<file path="src/rtl/audio_i2s_out.sv">
// audio_i2s_out
//   I2S output stage for the voice datapath. Each sample period the final
//   32-bit mixed TONE word is scaled (window [SHIFT+15:SHIFT]) with
//   saturation to 16 bits. The result is held in hold_reg and copied into
//   frame_reg at each frame start. frame_reg is then shifted out MSB first
//   on both the left and the right half of a 64-BCLK I2S frame.
//
// Ports
//   CLK, RESET    system clock; synchronous active-high reset
//   TONE_IN       32-bit signed mixed sample
//   TONE_VALID    one-cycle strobe, TONE_IN final for this period
//   SAMPLE_REQ    one-cycle pulse at frame start (asks for the next sample)
//   AUD_BCLK      I2S bit clock, CLK/(2*BCLK_HALF)
//   AUD_DACLRCK   word select, 0 = left, 1 = right
//   AUD_DACDAT    serial data, changes on BCLK fall
//   CLIP          one-cycle pulse when a saturated sample is latched
//   UNDERRUN      sticky, a frame started without a fresh sample
module audio_i2s_out #(
  parameter int BCLK_HALF = 8,
  parameter int SHIFT     = 15
) (
  input  logic        CLK,
  input  logic        RESET,
  input  logic [31:0] TONE_IN,
  input  logic        TONE_VALID,
  output logic        SAMPLE_REQ,
  output logic        AUD_BCLK,
  output logic        AUD_DACLRCK,
  output logic        AUD_DACDAT,
  output logic        CLIP,
  output logic        UNDERRUN
);

  localparam int TOP = SHIFT + 15;
  localparam int DW  = (BCLK_HALF > 1) ? $clog2(BCLK_HALF) : 1;

  logic [DW-1:0]     div_cnt;
  logic [5:0]        bit_cnt;
  logic [15:0]       hold_reg;
  logic [15:0]       frame_reg;
  logic              fresh;

  // ---------------- conversion ----------------
  // Bits above the window must all match the window's sign bit. When
  // TOP == 31 the check collapses to a single bit and can never clip.
  logic [31-TOP:0]   upper;
  logic [15:0]       cand;
  logic              sat;
  logic [15:0]       conv;
  logic              unused_tone;

  assign upper       = TONE_IN[31:TOP];
  assign cand        = TONE_IN[TOP:SHIFT];
  assign sat         = ~((&upper) | ~(|upper));
  assign conv        = sat ? (TONE_IN[31] ? 16'h8000 : 16'h7FFF) : cand;
  assign unused_tone = ^TONE_IN;

  // ---------------- timing ----------------
  logic        div_tc;
  logic        fall;
  logic [5:0]  bit_nxt;
  logic [4:0]  k;
  logic [4:0]  idx;
  logic        ser_bit;

  assign div_tc  = (div_cnt == DW'(BCLK_HALF - 1));
  assign fall    = div_tc & AUD_BCLK;
  assign bit_nxt = bit_cnt + 6'd1;
  assign k       = bit_nxt[4:0];
  assign idx     = 5'd16 - k;

  // Slot 0 is the I2S one-bit delay; slots 17..31 are padding.
  always_comb begin
    ser_bit = 1'b0;
    if (k >= 5'd1 && k <= 5'd16)
      ser_bit = frame_reg[idx[3:0]];
  end

  always_ff @(posedge CLK) begin
    if (RESET) begin
      div_cnt     <= '0;
      bit_cnt     <= '0;
      hold_reg    <= '0;
      frame_reg   <= '0;
      fresh       <= 1'b0;
      SAMPLE_REQ  <= 1'b0;
      AUD_BCLK    <= 1'b0;
      AUD_DACLRCK <= 1'b0;
      AUD_DACDAT  <= 1'b0;
      CLIP        <= 1'b0;
      UNDERRUN    <= 1'b0;
    end else begin
      SAMPLE_REQ <= 1'b0;
      CLIP       <= 1'b0;

      if (div_tc) begin
        div_cnt  <= '0;
        AUD_BCLK <= ~AUD_BCLK;
      end else begin
        div_cnt  <= div_cnt + 1'b1;
      end

      if (TONE_VALID) begin
        hold_reg <= conv;
        fresh    <= 1'b1;
        CLIP     <= sat;
      end

      if (fall) begin
        bit_cnt     <= bit_nxt;
        AUD_DACLRCK <= bit_nxt[5];
        AUD_DACDAT  <= ser_bit;
        if (bit_cnt == 6'd63) begin
          // Frame start. A strobe in this very cycle goes straight into the
          // frame and is consumed by it, so fresh is cleared either way.
          SAMPLE_REQ <= 1'b1;
          fresh      <= 1'b0;
          frame_reg  <= TONE_VALID ? conv : hold_reg;
          if (!fresh && !TONE_VALID)
            UNDERRUN <= 1'b1;
        end
      end
    end
  end

endmodule
</file>
<file path="config.mk">
export PLATFORM = sky130hd
export DESIGN_NAME = audio_i2s_out
export DESIGN_NICKNAME = d
export VERILOG_FILES = /design/src/rtl/audio_i2s_out.sv
export SDC_FILE = /design/constraint.sdc
export NUM_CORES = 1
export LEC_CHECK = 0
export ABC_AREA = 1
export CELL_PAD_IN_SITES_DETAIL_PLACEMENT = 1
export CELL_PAD_IN_SITES_GLOBAL_PLACEMENT = 2
export CORE_UTILIZATION = 29
export DETAILED_ROUTE_END_ITERATION = 7
export PLACE_DENSITY_LB_ADDON = 0.1
export SKIP_LAST_GASP = 1
export SLEW_MARGIN = 30
export SYNTH_ARGS = -nofsm -noshare
export SYNTH_HDL_FRONTEND = slang
export SYNTH_SLANG_ARGS = --single-unit
</file>
<file path="constraint.sdc">
create_clock -name CLK -period 2.47 [get_ports CLK]
set_clock_uncertainty 0.15 [all_clocks]
set_input_delay 0.247 -clock CLK [delete_from_list [all_inputs] [get_ports CLK]]
set_output_delay 0.247 -clock CLK [all_outputs]
set_load 0.005 [all_outputs]
</file>
After elaboration in Yosys (flattened, before gate mapping)
Cells that the tools add are included.

cells by class
  add/subtract/negate cells = 3
  magnitude comparators = 3
  eq/ne operators = 2
  mux-type cells = 10
  bitwise operators = 7
  reduce and logical (&&, ||, !) cells = 11

operator list
  cell                                                                    number
  16-bit 2-to-1 mux                                                       3
  2-bit OR reduction                                                      4
  6-bit by 1-bit adder with 6-bit output (second input constant)          1
  6-bit equality test (second input constant)                             1
  1-bit 2-to-1 mux                                                        6
  5-bit by 1-bit >= comparator with 1-bit output (second input constant)  1
  5-bit <= comparator (second input constant)                             1
  4-bit by 5-bit < comparator with 1-bit output (second input constant)   1
  1-bit inverter                                                          5
  1-bit binary-select mux with 4-bit select                               1
  2-bit AND reduction                                                     2
  1-bit by 4-bit subtractor with 4-bit output (first input constant)      1
  3-bit by 1-bit adder with 3-bit output (second input constant)          1
  3-bit equality test (second input constant)                             1
  3-bit AND reduction                                                     1
  1-bit logical AND                                                       2
  1-bit zero test                                                         2
  1-bit bitwise AND                                                       1
  1-bit bitwise OR                                                        1

storage, ports and cells
  flip-flop bits (word level) = 48
  input port bits = 35
  output and inout bits = 6

Depth between registers and ports, before layout
Gate-level depths: netlist of the first run.

  depth after elaboration = 5
  depth in mapped cells = 13

Least setup slack after synthesis of the first run
OpenSTA, ideal clock, no wires.

  path kind = reg2reg
  from = reg bit_cnt[0]
  to = reg AUD_DACDAT
  setup time = 0.119 ns
  arrival = 1.483 ns
  data required time = 2.201 ns
  path slack = 0.718 ns
  cell stages (with the launch flop) = 12
  buffers on the path = 1
  clock period less this slack = 1.752 ns
  cell sequence = dfxtp_1 > buf_4 > inv_2 > ha_1 > xnor2_1 > nand2_1 > nand2_1 > nand2_1 > nand2_1 > nand2_1 > nand3_1 > a21oi_1

on the way
  cells in the longest elaborated chain, start to end = 5

RTL lines
  element                                      RTL line  RTL
  start: declaration                           38        logic [5:0] bit_cnt;
  start signal: assignment                     110       bit_cnt <= bit_nxt;
  6-bit by 1-bit adder with 6-bit output (*)   68        assign bit_nxt = bit_cnt + 6'd1;
  net bit_nxt[0]                               61        logic [5:0] bit_nxt;
  1-bit by 4-bit subtractor with 4-bit output  70        assign idx = 5'd16 - k;
  1-bit binary-select mux with 4-bit select    76        ser_bit = frame_reg[idx[3:0]];
  1-bit 2-to-1 mux (implied by the code)       76
  1-bit 2-to-1 mux (*)                         75        if (k >= 5'd1 && k <= 5'd16)
  end signal: assignment                       112       AUD_DACDAT <= ser_bit;
  end: declaration                             29        output logic AUD_DACDAT,

Mark *: on every way through the listed nets, which the timed path passes. The rest lies on a longest branch. The select of a mux whose other input is x is not followed.
A chain may end at the register's enable or synchronous reset.

Worst setup path after layout of the first run
  from = reg div_cnt[0]
  to = reg frame_reg[7]

on the way
  cells in the longest elaborated chain, start to end = 3

RTL lines
  element                               RTL line  RTL
  start: declaration                    37        logic [DW-1:0] div_cnt;
  start signal: assignment              100       div_cnt <= div_cnt + 1'b1;
  3-bit equality test                   66        assign div_tc = (div_cnt == DW'(BCLK_HALF - 1));
  1-bit bitwise AND                     67        assign fall = div_tc & AUD_BCLK;
  2-bit AND reduction (no source line)  n/a
  end signal: assignment                118       frame_reg <= TONE_VALID ? conv : hold_reg;
  end: declaration                      40        logic [15:0] frame_reg;

Every way passes these cells.

==> results.py, run 1 <==
metrics = {
    "power": {
        "seqPwrFrac": 0.554,
        "comb_power_share": 0.088,
        "p_per_area_nw_per_um2": 557,
        "p_int_mw": 1.07,
        "irDropWorstVdd_v": 0.000240,
        "p_sw_frac": 0.244,
        "switching_power_uw": 347,
        "clkPwrFrac": 0.358,
        "static-leakage-power_nw": 1.05,
        "power_mw": 1.42,
    },
    "cells_and_area": {
        "design_area_um2": 2540,
        "fin_cells": 389,
        "nNetsFinal": 331,
        "drive_above_1_share": 0.137,
        "syn2layout_area_growth_pct": 20.2,
        "finish.utilization": 0.368,
        "register_area_um2": 941,
        "multi_input_area_um2": 983,
        "fillerInstances": 865,
        "diodes": 0,
    },
    "sta": {
        "slew_viol_final": 0,
        "finalHoldViolCount": 0,
        "rsz0062_at_grt": "no",
        "timing.fmax_ghz": 0.512,
        "tightestPinTransition_ns": 0.457,
        "tns_ns": 0,
        "fin_crit_sh": 0.791,
        "relSlewSlack": 0.695,
        "hold_ws_ns": 0.281,
        "setup_slack_ns": 0.517,
        "min_period_ns": 1.95,
        "setup_viol_count_final": 0,
    },
    "logic_synthesis": {
        "syn_nets": 305,
        "ys_top_cells_by_count": "nand2_1, dfxtp_1, nor2_1",
        "ys_warn_count": 0,
        "ys_ff_latch": 47,
        "synth_edf_count": 0,
        "ys.flop_type": "dfxtp_1",
        "synth_area_um2": 2120,
        "syn_inst": 266,
        "ys_types": 30,
        "yosys-top-cells-area": "dfxtp_1, nand2_1, o22ai_2",
        "synthDominantCellAreaShare": 0.444,
        "synth_most_common_cell": "nand2_1",
        "synth_top_cell_by_area": "dfxtp_1",
        "ys_async_sr_fraction": 0,
        "syn_avg_cell_area_um2": 7.96,
        "yosysSeqAreaShare": 0.444,
    },
    "detailed_routing": {
        "viasPerCell": 4.57,
        "wl_um": 4980,
        "ant_nets": 0,
        "wl_per_cell_um": 12.8,
        "drt_first_pass_iters": 4,
        "drt_iter0_drc": 32,
        "drc": 0,
        "vias": 1777,
    },
    "placed_design": {
        "placed_area_um2": 2450,
        "numPortBuffers": 25,
        "place_hpwl_um": 3590,
        "place_inst": 381,
        "pre_cts_ws_ns": 0.452,
        "place_congestion": 0.732,
    },
    "clocking": {
        "h-tree-depth": 2,
        "cts_buffer_depth": 2,
        "cts_tree": "done",
        "cts-root-buf": "clkbuf_8",
        "postCtsResizedCells": 0,
        "clk_pin_slew_worst_paths_ns": 0.10,
        "numCtsBuffers": 5,
        "worstSkewPairLatency_ns": 0.30,
        "cts.sinks": 47,
        "cts_setup_buffers": 0,
        "postCtsHoldBufs": 0,
    },
    "setup_path": {
        "end_kind": "flop",
        "critPathLaunchType": "flop",
        "cp.arrival_ns": 1.98,
        "worstSetupPathType": "reg -> reg",
        "critical_path_required_ns": 2.50,
        "critPathMaxFanout": 15,
    },
    "floorplanning": {
        "die_w_um": 87.4,
        "initial_core_util": 0.307,
        "die_area_um2": 7650,
        "rows": 30,
        "design.portCount": 41,
        "core-area_um2": 6910,
        "die_y_um": 87.4,
    },
    "global_route": {
        "grt_max_degree": 18,
        "grt_pass1_vias": 1790,
        "overflow": 0,
        "grt_first_pass_wirelength_um": 8600,
        "antenna_found_initial": 0,
        "grt_usage": 0.148,
    },
    "status": {
        "status": "complete, no violations",
    },
    "min_path": {
        "hold_path.class": "reg -> reg",
    },
    "flow_run": {
        "maxCapViolations": 0,
    },
}
## final timing paths
path | start | cells past startpoint | endpoint | slack [ns]
max | div_cnt[0] | 8 | frame_reg[7] | 0.52
min | div_cnt[0] | 1 | div_cnt[0] | 0.28
max reg2reg | div_cnt[0] | 8 | frame_reg[7] | 0.52
min reg2reg | div_cnt[0] | 1 | div_cnt[0] | 0.28
## cell usage in the layout, fill, tap and decap left out
cell type and instances:
a21oi_1 9, a22o_1 1, a22oi_1 15, buf_4 5
clkbuf_8 6, clkdlybuf4s50_1 25, clkinv_2 1, dfxtp_1 47
ha_1 4, inv_1 27, inv_2 4, inv_6 1
nand2_1 53, nand2_2 1, nand2_4 1, nand3_1 9
nand3_2 1, nand4_1 3, nor2_1 32, nor2_2 1
nor2_4 2, nor3_1 1, o211ai_1 1, o21ai_0 15
o22ai_1 1, o22ai_2 10, or2_0 1, or2_1 8
or2_2 7, xnor2_1 1
## power groups by stage
| stage | Combinational (mW) | Clock, mW | Sequential [mW] |
|---|---|---|---|
| floorplan | 0.0735 | 0 | 0.802 |
| CTS | 0.129 | 0.536 | 0.786 |
| global route | 0.142 | 0.567 | 0.788 |
| global placement | 0.127 | 0 | 0.803 |
| detailed placement | 0.129 | 0 | 0.803 |
| finish | 0.125 | 0.507 | 0.785 |
## layer usage
layer	track usage	part of all wire
met5	0	0
met4	0.0581	0.014
met3	0.0284	0.022
met2	0.241	0.46
met1	0.192	0.50
## worst max-delay path, cell delays in order, from the launching register on
cell	delay (ns)
dfxtp_1	0.33
ha_1	0.19
ha_1	0.21
nand2_2	0.20
inv_2	0.12
nand2_4	0.13
nor2_4	0.05
inv_2	0.29
o21ai_0	0.15
## cell families after synthesis
group / count (synthesis) / share of synthesized area
xor gates and xnor gates: 1 / 0.00414
DFF: 47 / 0.444
and+or+nand+nor: 120 / 0.257
adders and majority gates: 4 / 0.0236
buffers and inverters: 42 / 0.0910
AOI/OAI and AO/OA: 52 / 0.180
## layout make-up
class                      count  share of cell area
inverter                      31              0.0457
sequential                    47               0.370
timing repair buffer          30               0.113
clock inverter                 2             0.00541
tap                           96              0.0472
clock buffer                   6              0.0324
multi-input combinational    177               0.386
No activity file was read; power rests on OpenSTA's default activity.
==> inputs of run 2 (changes only) <==
clock period = 1.88 ns   (was 2.47 ns; I/O delays follow)
==> run 2 against run 1 <==
Against the previous run: flip-flop and latch count stayed put; cell area is 4.8% higher; largest cell class unchanged; via count rose by 1.2%; highest routed layer unchanged; utilization increased by 1.8 points; setup slack worse by 0.34 ns; fmax grew 15%; clock power increased by 44%.
==> results.py, run 2 (synthesis gave the netlist of run 1 again) <==
metrics = {
    "status": {
        "status": "complete, no violations",
    },
    "clocking": {
        "clk_pin_slew_worst_paths_ns": 0.09,
        "cts-root-buf": "clkbuf_8",
        "cts_tree": "done",
        "worstSkewPairLatency_ns": 0.30,
        "postCtsHoldBufs": 0,
        "h-tree-depth": 2,
        "cts_buffer_depth": 2,
        "cts.sinks": 47,
        "numCtsBuffers": 5,
    },
    "setup_path": {
        "end_kind": "flop",
        "rrSetupSlack_ns": 0.18,
        "cp.buffers_inverters": 3,
        "cp_top_family": "simple AND/OR/NAND/NOR gates",
        "slowest_delay_ns": 0.35,
        "crit_top_cell": "nand2_1",
        "critPathMaxFanout": 7,
        "crit_slowest_cell": "dfxtp_2",
        "path_cells": "buf_6, ha_2, nand2_1, nand2_2, nand2_1, inv_1, nand2_1, nand2_1, inv_1, nand2_1, nand3_1, a21oi_1",
        "cp.arrival_ns": 1.79,
        "critPathLaunchType": "flop",
        "r2r_start": "bit_cnt[0]",
        "critical_path_required_ns": 1.97,
        "worstSetupPathType": "reg -> reg",
        "critPathLaunch": "bit_cnt[0]",
    },
    "detailed_routing": {
        "drt_first_pass_iters": 4,
        "viasPerCell": 4.52,
        "vias": 1798,
        "drc": 0,
        "wl_per_cell_um": 12.8,
        "wl_um": 5110,
        "ant_nets": 0,
        "drt_iter0_drc": 42,
    },
    "power": {
        "seqPwrFrac": 0.534,
        "p_int_mw": 1.50,
        "clkPwrFrac": 0.378,
        "switching_power_uw": 431,
        "p_sw_frac": 0.223,
        "irDropWorstVdd_v": 0.000306,
        "static-leakage-power_nw": 1.10,
        "comb_power_share": 0.088,
        "p_per_area_nw_per_um2": 725,
    },
    "global_route": {
        "grt_pass1_vias": 1884,
        "met1_usage": 0.195,
        "overflow": 0,
        "busiest_layer": "met2",
        "grt_first_pass_wirelength_um": 8910,
        "met2_usage": 0.257,
        "antenna_found_initial": 0,
        "grt_max_degree": 17,
        "grtUsageMet3": 0.0284,
        "grt_usage": 0.152,
    },
    "placed_design": {
        "pre_cts_ws_ns": -0.0677,
        "numPortBuffers": 25,
        "place_hpwl_um": 3700,
        "place_congestion": 0.730,
        "placed_area_um2": 2510,
    },
    "sta": {
        "slew_viol_final": 0,
        "finalHoldViolCount": 0,
        "tightestPinTransition_ns": 0.722,
        "setup_viol_count_final": 0,
        "rsz0062_at_grt": "yes",
        "relSlewSlack": 0.518,
        "fin_crit_sh": 0.904,
        "min_period_ns": 1.70,
        "setup_slack_ns": 0.181,
        "timing.fmax_ghz": 0.589,
    },
    "floorplanning": {
        "die_area_um2": 7650,
        "design.portCount": 41,
        "core-area_um2": 6910,
        "die_y_um": 87.4,
        "initial_core_util": 0.307,
        "rows": 30,
        "die_w_um": 87.4,
    },
    "min_path": {
        "hold_path.class": "reg -> reg",
        "hp-start": "div_cnt[0]",
    },
    "cells_and_area": {
        "final_cell_mix": "nand2_1, dfxtp_1, nor2_1, inv_1, clkdlybuf4s50_1",
        "drive_above_1_share": 0.172,
        "syn2layout_area_growth_pct": 25.9,
        "final_common_cell": "nand2_1",
        "nNetsFinal": 341,
        "diodes": 0,
        "design_area_um2": 2670,
    },
    "flow_run": {
        "maxCapViolations": 0,
    },
}
## run 2: cell types whose count changed in the layout (fill, tap and decap cells not counted), moves of 2 or more
cell	change
buf_4	+8
ha_1	-2
inv_2	-2
inv_4	+2
## run 2: worst paths after layout
check / to / cells past startpoint
setup / recovery: AUD_DACDAT / 12
hold / removal: div_cnt[0] / 1
setup reg to reg: AUD_DACDAT / 12
hold reg to reg: div_cnt[0] / 1
## run 2: final cells by class
cell class,instances,area [µm²]
clock inverter,1,30.0
tap,96,120
multi-input combinational,177,1000
inverter,31,121
sequential,47,942
timing repair buffer,40,379
clock buffer,6,72.6
fill,872,4240
## run 2: metal layers
layer	vias up	share of wire
met5	-	0
met4	0	0.013
met3	5	0.023
met2	18	0.47
met1	837	0.49
li1	938	-
## run 2: power groups by stage
stage | Sequential [mW] | Combinational (mW) | Clock (mW)
floorplan | 1.05 | 0.0966 | 0
global placement | 1.05 | 0.172 | 0
detailed placement | 1.06 | 0.175 | 0
CTS | 1.03 | 0.176 | 0.761
global route | 1.04 | 0.193 | 0.794
finish | 1.03 | 0.171 | 0.730
## run 2: per-stage QoR
stage | TNS, ns | power [mW] | utilization | hold slack [ns] | cells
3_5_place_dp | -0.374 | 1.23 | 0.363 | 0.266 | 387
3_3_place_gp | -0.0814 | 1.23 | 0.363 | 0.264 | 387
4_1_cts | 0 | 1.97 | 0.378 | 0.279 | 394
2_1_floorplan | 0 | 1.15 | - | 0.113 | 266
6_report | 0 | 1.93 | 0.386 | 0.275 | 398
5_1_grt | -0.00666 | 2.02 | 0.386 | 0.299 | 398
## run 2: repair_timing
action	4_1_cts	5_1_grt
cloned	0	0
setup buffers	0	4
gates resized for setup	2	6
setup endpoints to repair	16	16
## run 2: worst register-to-register path, cell delays in order (launching register included)
cell and delay, ns:
dfxtp_2 0.35, buf_6 0.12, ha_2 0.22, nand2_1 0.09, nand2_2 0.12, nand2_1 0.07
inv_1 0.05, nand2_1 0.06, nand2_1 0.09, inv_1 0.04, nand2_1 0.06, nand3_1 0.08
a21oi_1 0.13
==> inputs of run 3 (changes only) <==
CAP_MARGIN = 20   (was default)
CORE_UTILIZATION = 32   (was 29)
clock period = 2.21 ns   (was 1.88 ns; I/O delays follow)
==> run 3 against run 2 <==
Against the previous run: fmax down 14%; critical path type unchanged; critical path depth shrank 2; sequential share of layout area up 1.9 points; cell area fell by 5.2%; flip-flop and latch count stayed put; sequential power decreased by 15%; cell count shrank 6.8%; critical endpoint unchanged; first-iteration DRC count is 67% higher; global-route usage barely moved; power shrank 19%; setup slack better by 0.064 ns.
==> results.py, run 3 (synthesis gave the netlist of run 1 again) <==
metrics = {
    "min_path": {
        "hold_path.class": "reg -> reg",
        "hp-start": "div_cnt[0]",
    },
    "setup_path": {
        "critPathLaunchType": "flop",
        "end_kind": "flop",
        "worstSetupPathType": "reg -> reg",
        "r2r_start": "bit_cnt[0]",
        "path_cells": "inv_2, ha_1, xnor2_1, nand2_1, nand2_1, nand2_1, nand2_1, nand2_1, nand3_1, a21oi_1",
        "cp.arrival_ns": 2.00,
        "critPathLaunch": "bit_cnt[0]",
        "crit_slowest_cell": "dfxtp_1",
        "crit_top_cell": "nand2_1",
        "critical_path_required_ns": 2.25,
        "slowest_delay_ns": 0.45,
        "cp_top_family": "flip-flops",
        "critPathMaxFanout": 6,
        "cp.buffers_inverters": 1,
    },
    "placed_design": {
        "place_congestion": 0.722,
        "numPortBuffers": 25,
        "place_hpwl_um": 3490,
    },
    "sta": {
        "min_period_ns": 1.96,
        "slew_viol_final": 0,
        "rsz0062_at_grt": "no",
        "finalHoldViolCount": 0,
        "relSlewSlack": 0.484,
        "timing.fmax_ghz": 0.509,
        "setup_viol_count_final": 0,
        "fin_crit_sh": 0.889,
        "tightestPinTransition_ns": 0.773,
        "tns_ns": 0,
    },
    "global_route": {
        "grt_usage": 0.152,
        "antenna_found_initial": 0,
        "grt_first_pass_wirelength_um": 8510,
        "grtUsageMet3": 0.0268,
        "met2_usage": 0.254,
        "grt_pass1_vias": 1815,
        "met1_usage": 0.201,
        "grt_max_degree": 17,
        "busiest_layer": "met2",
        "overflow": 0,
    },
    "clocking": {
        "cts-root-buf": "clkbuf_8",
        "cts_tree": "done",
        "postCtsHoldBufs": 0,
        "numCtsBuffers": 5,
        "clk_pin_slew_worst_paths_ns": 0.09,
        "h-tree-depth": 2,
        "cts_setup_buffers": 0,
        "worstSkewPairLatency_ns": 0.29,
        "postCtsResizedCells": 0,
        "cts_buffer_depth": 2,
        "cts.sinks": 47,
    },
    "floorplanning": {
        "design.portCount": 41,
        "die_area_um2": 6940,
        "die_y_um": 83.3,
        "core-area_um2": 6350,
        "initial_core_util": 0.333,
        "rows": 29,
        "die_w_um": 83.3,
    },
    "detailed_routing": {
        "drt_first_pass_iters": 4,
        "vias": 1772,
        "wl_per_cell_um": 12.8,
        "drt_iter0_drc": 70,
        "ant_nets": 0,
        "viasPerCell": 4.78,
        "wl_um": 4760,
        "drc": 0,
    },
    "power": {
        "power_mw": 1.57,
        "static-leakage-power_nw": 1.05,
        "irDropWorstVdd_v": 0.000329,
        "p_per_area_nw_per_um2": 619,
    },
    "cells_and_area": {
        "nNetsFinal": 332,
        "diodes": 0,
        "drive_above_1_share": 0.136,
        "final_cell_mix": "nand2_1, dfxtp_1, nor2_1, inv_1, clkdlybuf4s50_1",
        "syn2layout_area_growth_pct": 19.4,
        "final_common_cell": "nand2_1",
    },
    "flow_run": {
        "maxCapViolations": 0,
    },
    "status": {
        "status": "complete, no violations",
    },
}
-- run 3: cell types whose count changed in the layout (fill, tap and decap cells not counted), moves of 2 or more --
cell,before,now
ha_1,2,4
buf_4,13,6
inv_2,2,4
inv_4,2,0
-- run 3: per-stage QoR --
stage / cell area [µm²] / utilization / instances / setup WS (ns) / hold slack [ns]
2_1_floorplan: 2120 / - / 266 / 0.458 / 0.146
3_3_place_gp: 2430 / 0.383 / 363 / 0.210 / 0.265
3_5_place_dp: 2430 / 0.383 / 363 / 0.185 / 0.266
4_1_cts: 2530 / 0.398 / 371 / 0.219 / 0.280
5_1_grt: 2530 / 0.398 / 371 / 0.0819 / 0.310
6_report: 2530 / 0.398 / 371 / 0.245 / 0.273
-- run 3: area by class of cell --
| cell class | count | area (µm²) |
|---|---|---|
| Sequential cell | 47 | 941 |
| Inverter | 31 | 116 |
| Clock inverter | 1 | 8.76 |
| Clock buffer | 7 | 86.3 |
| Fill cell | 775 | 3820 |
| Tap cell | 77 | 96.3 |
| Timing Repair Buffer | 31 | 295 |
| Multi-Input combinational cell | 177 | 983 |
-- run 3: final timing paths --
path	to	slack (ns)	depth (start not counted)
worst max-delay path	AUD_DACDAT	0.25	10
worst min-delay path	div_cnt[0]	0.27	1
worst max register to register	AUD_DACDAT	0.25	10
worst min register to register	div_cnt[0]	0.27	1
-- run 3: layer usage --
metal / routed length, µm / vias up
met5: 0 / -
met4: 29 / 0
met3: 108 / 2
met2: 2170 / 22
met1: 2450 / 830
li1: - / 918
-- run 3: power breakdown --
group	switching (mW)	internal (mW)	total [mW]	leakage [nW]
Clock	0.291	0.257	0.548	0.0484
Combinational	0.0698	0.0695	0.139	0.621
Sequential	0.00663	0.871	0.878	0.383
Total	0.368	1.20	1.57	1.05
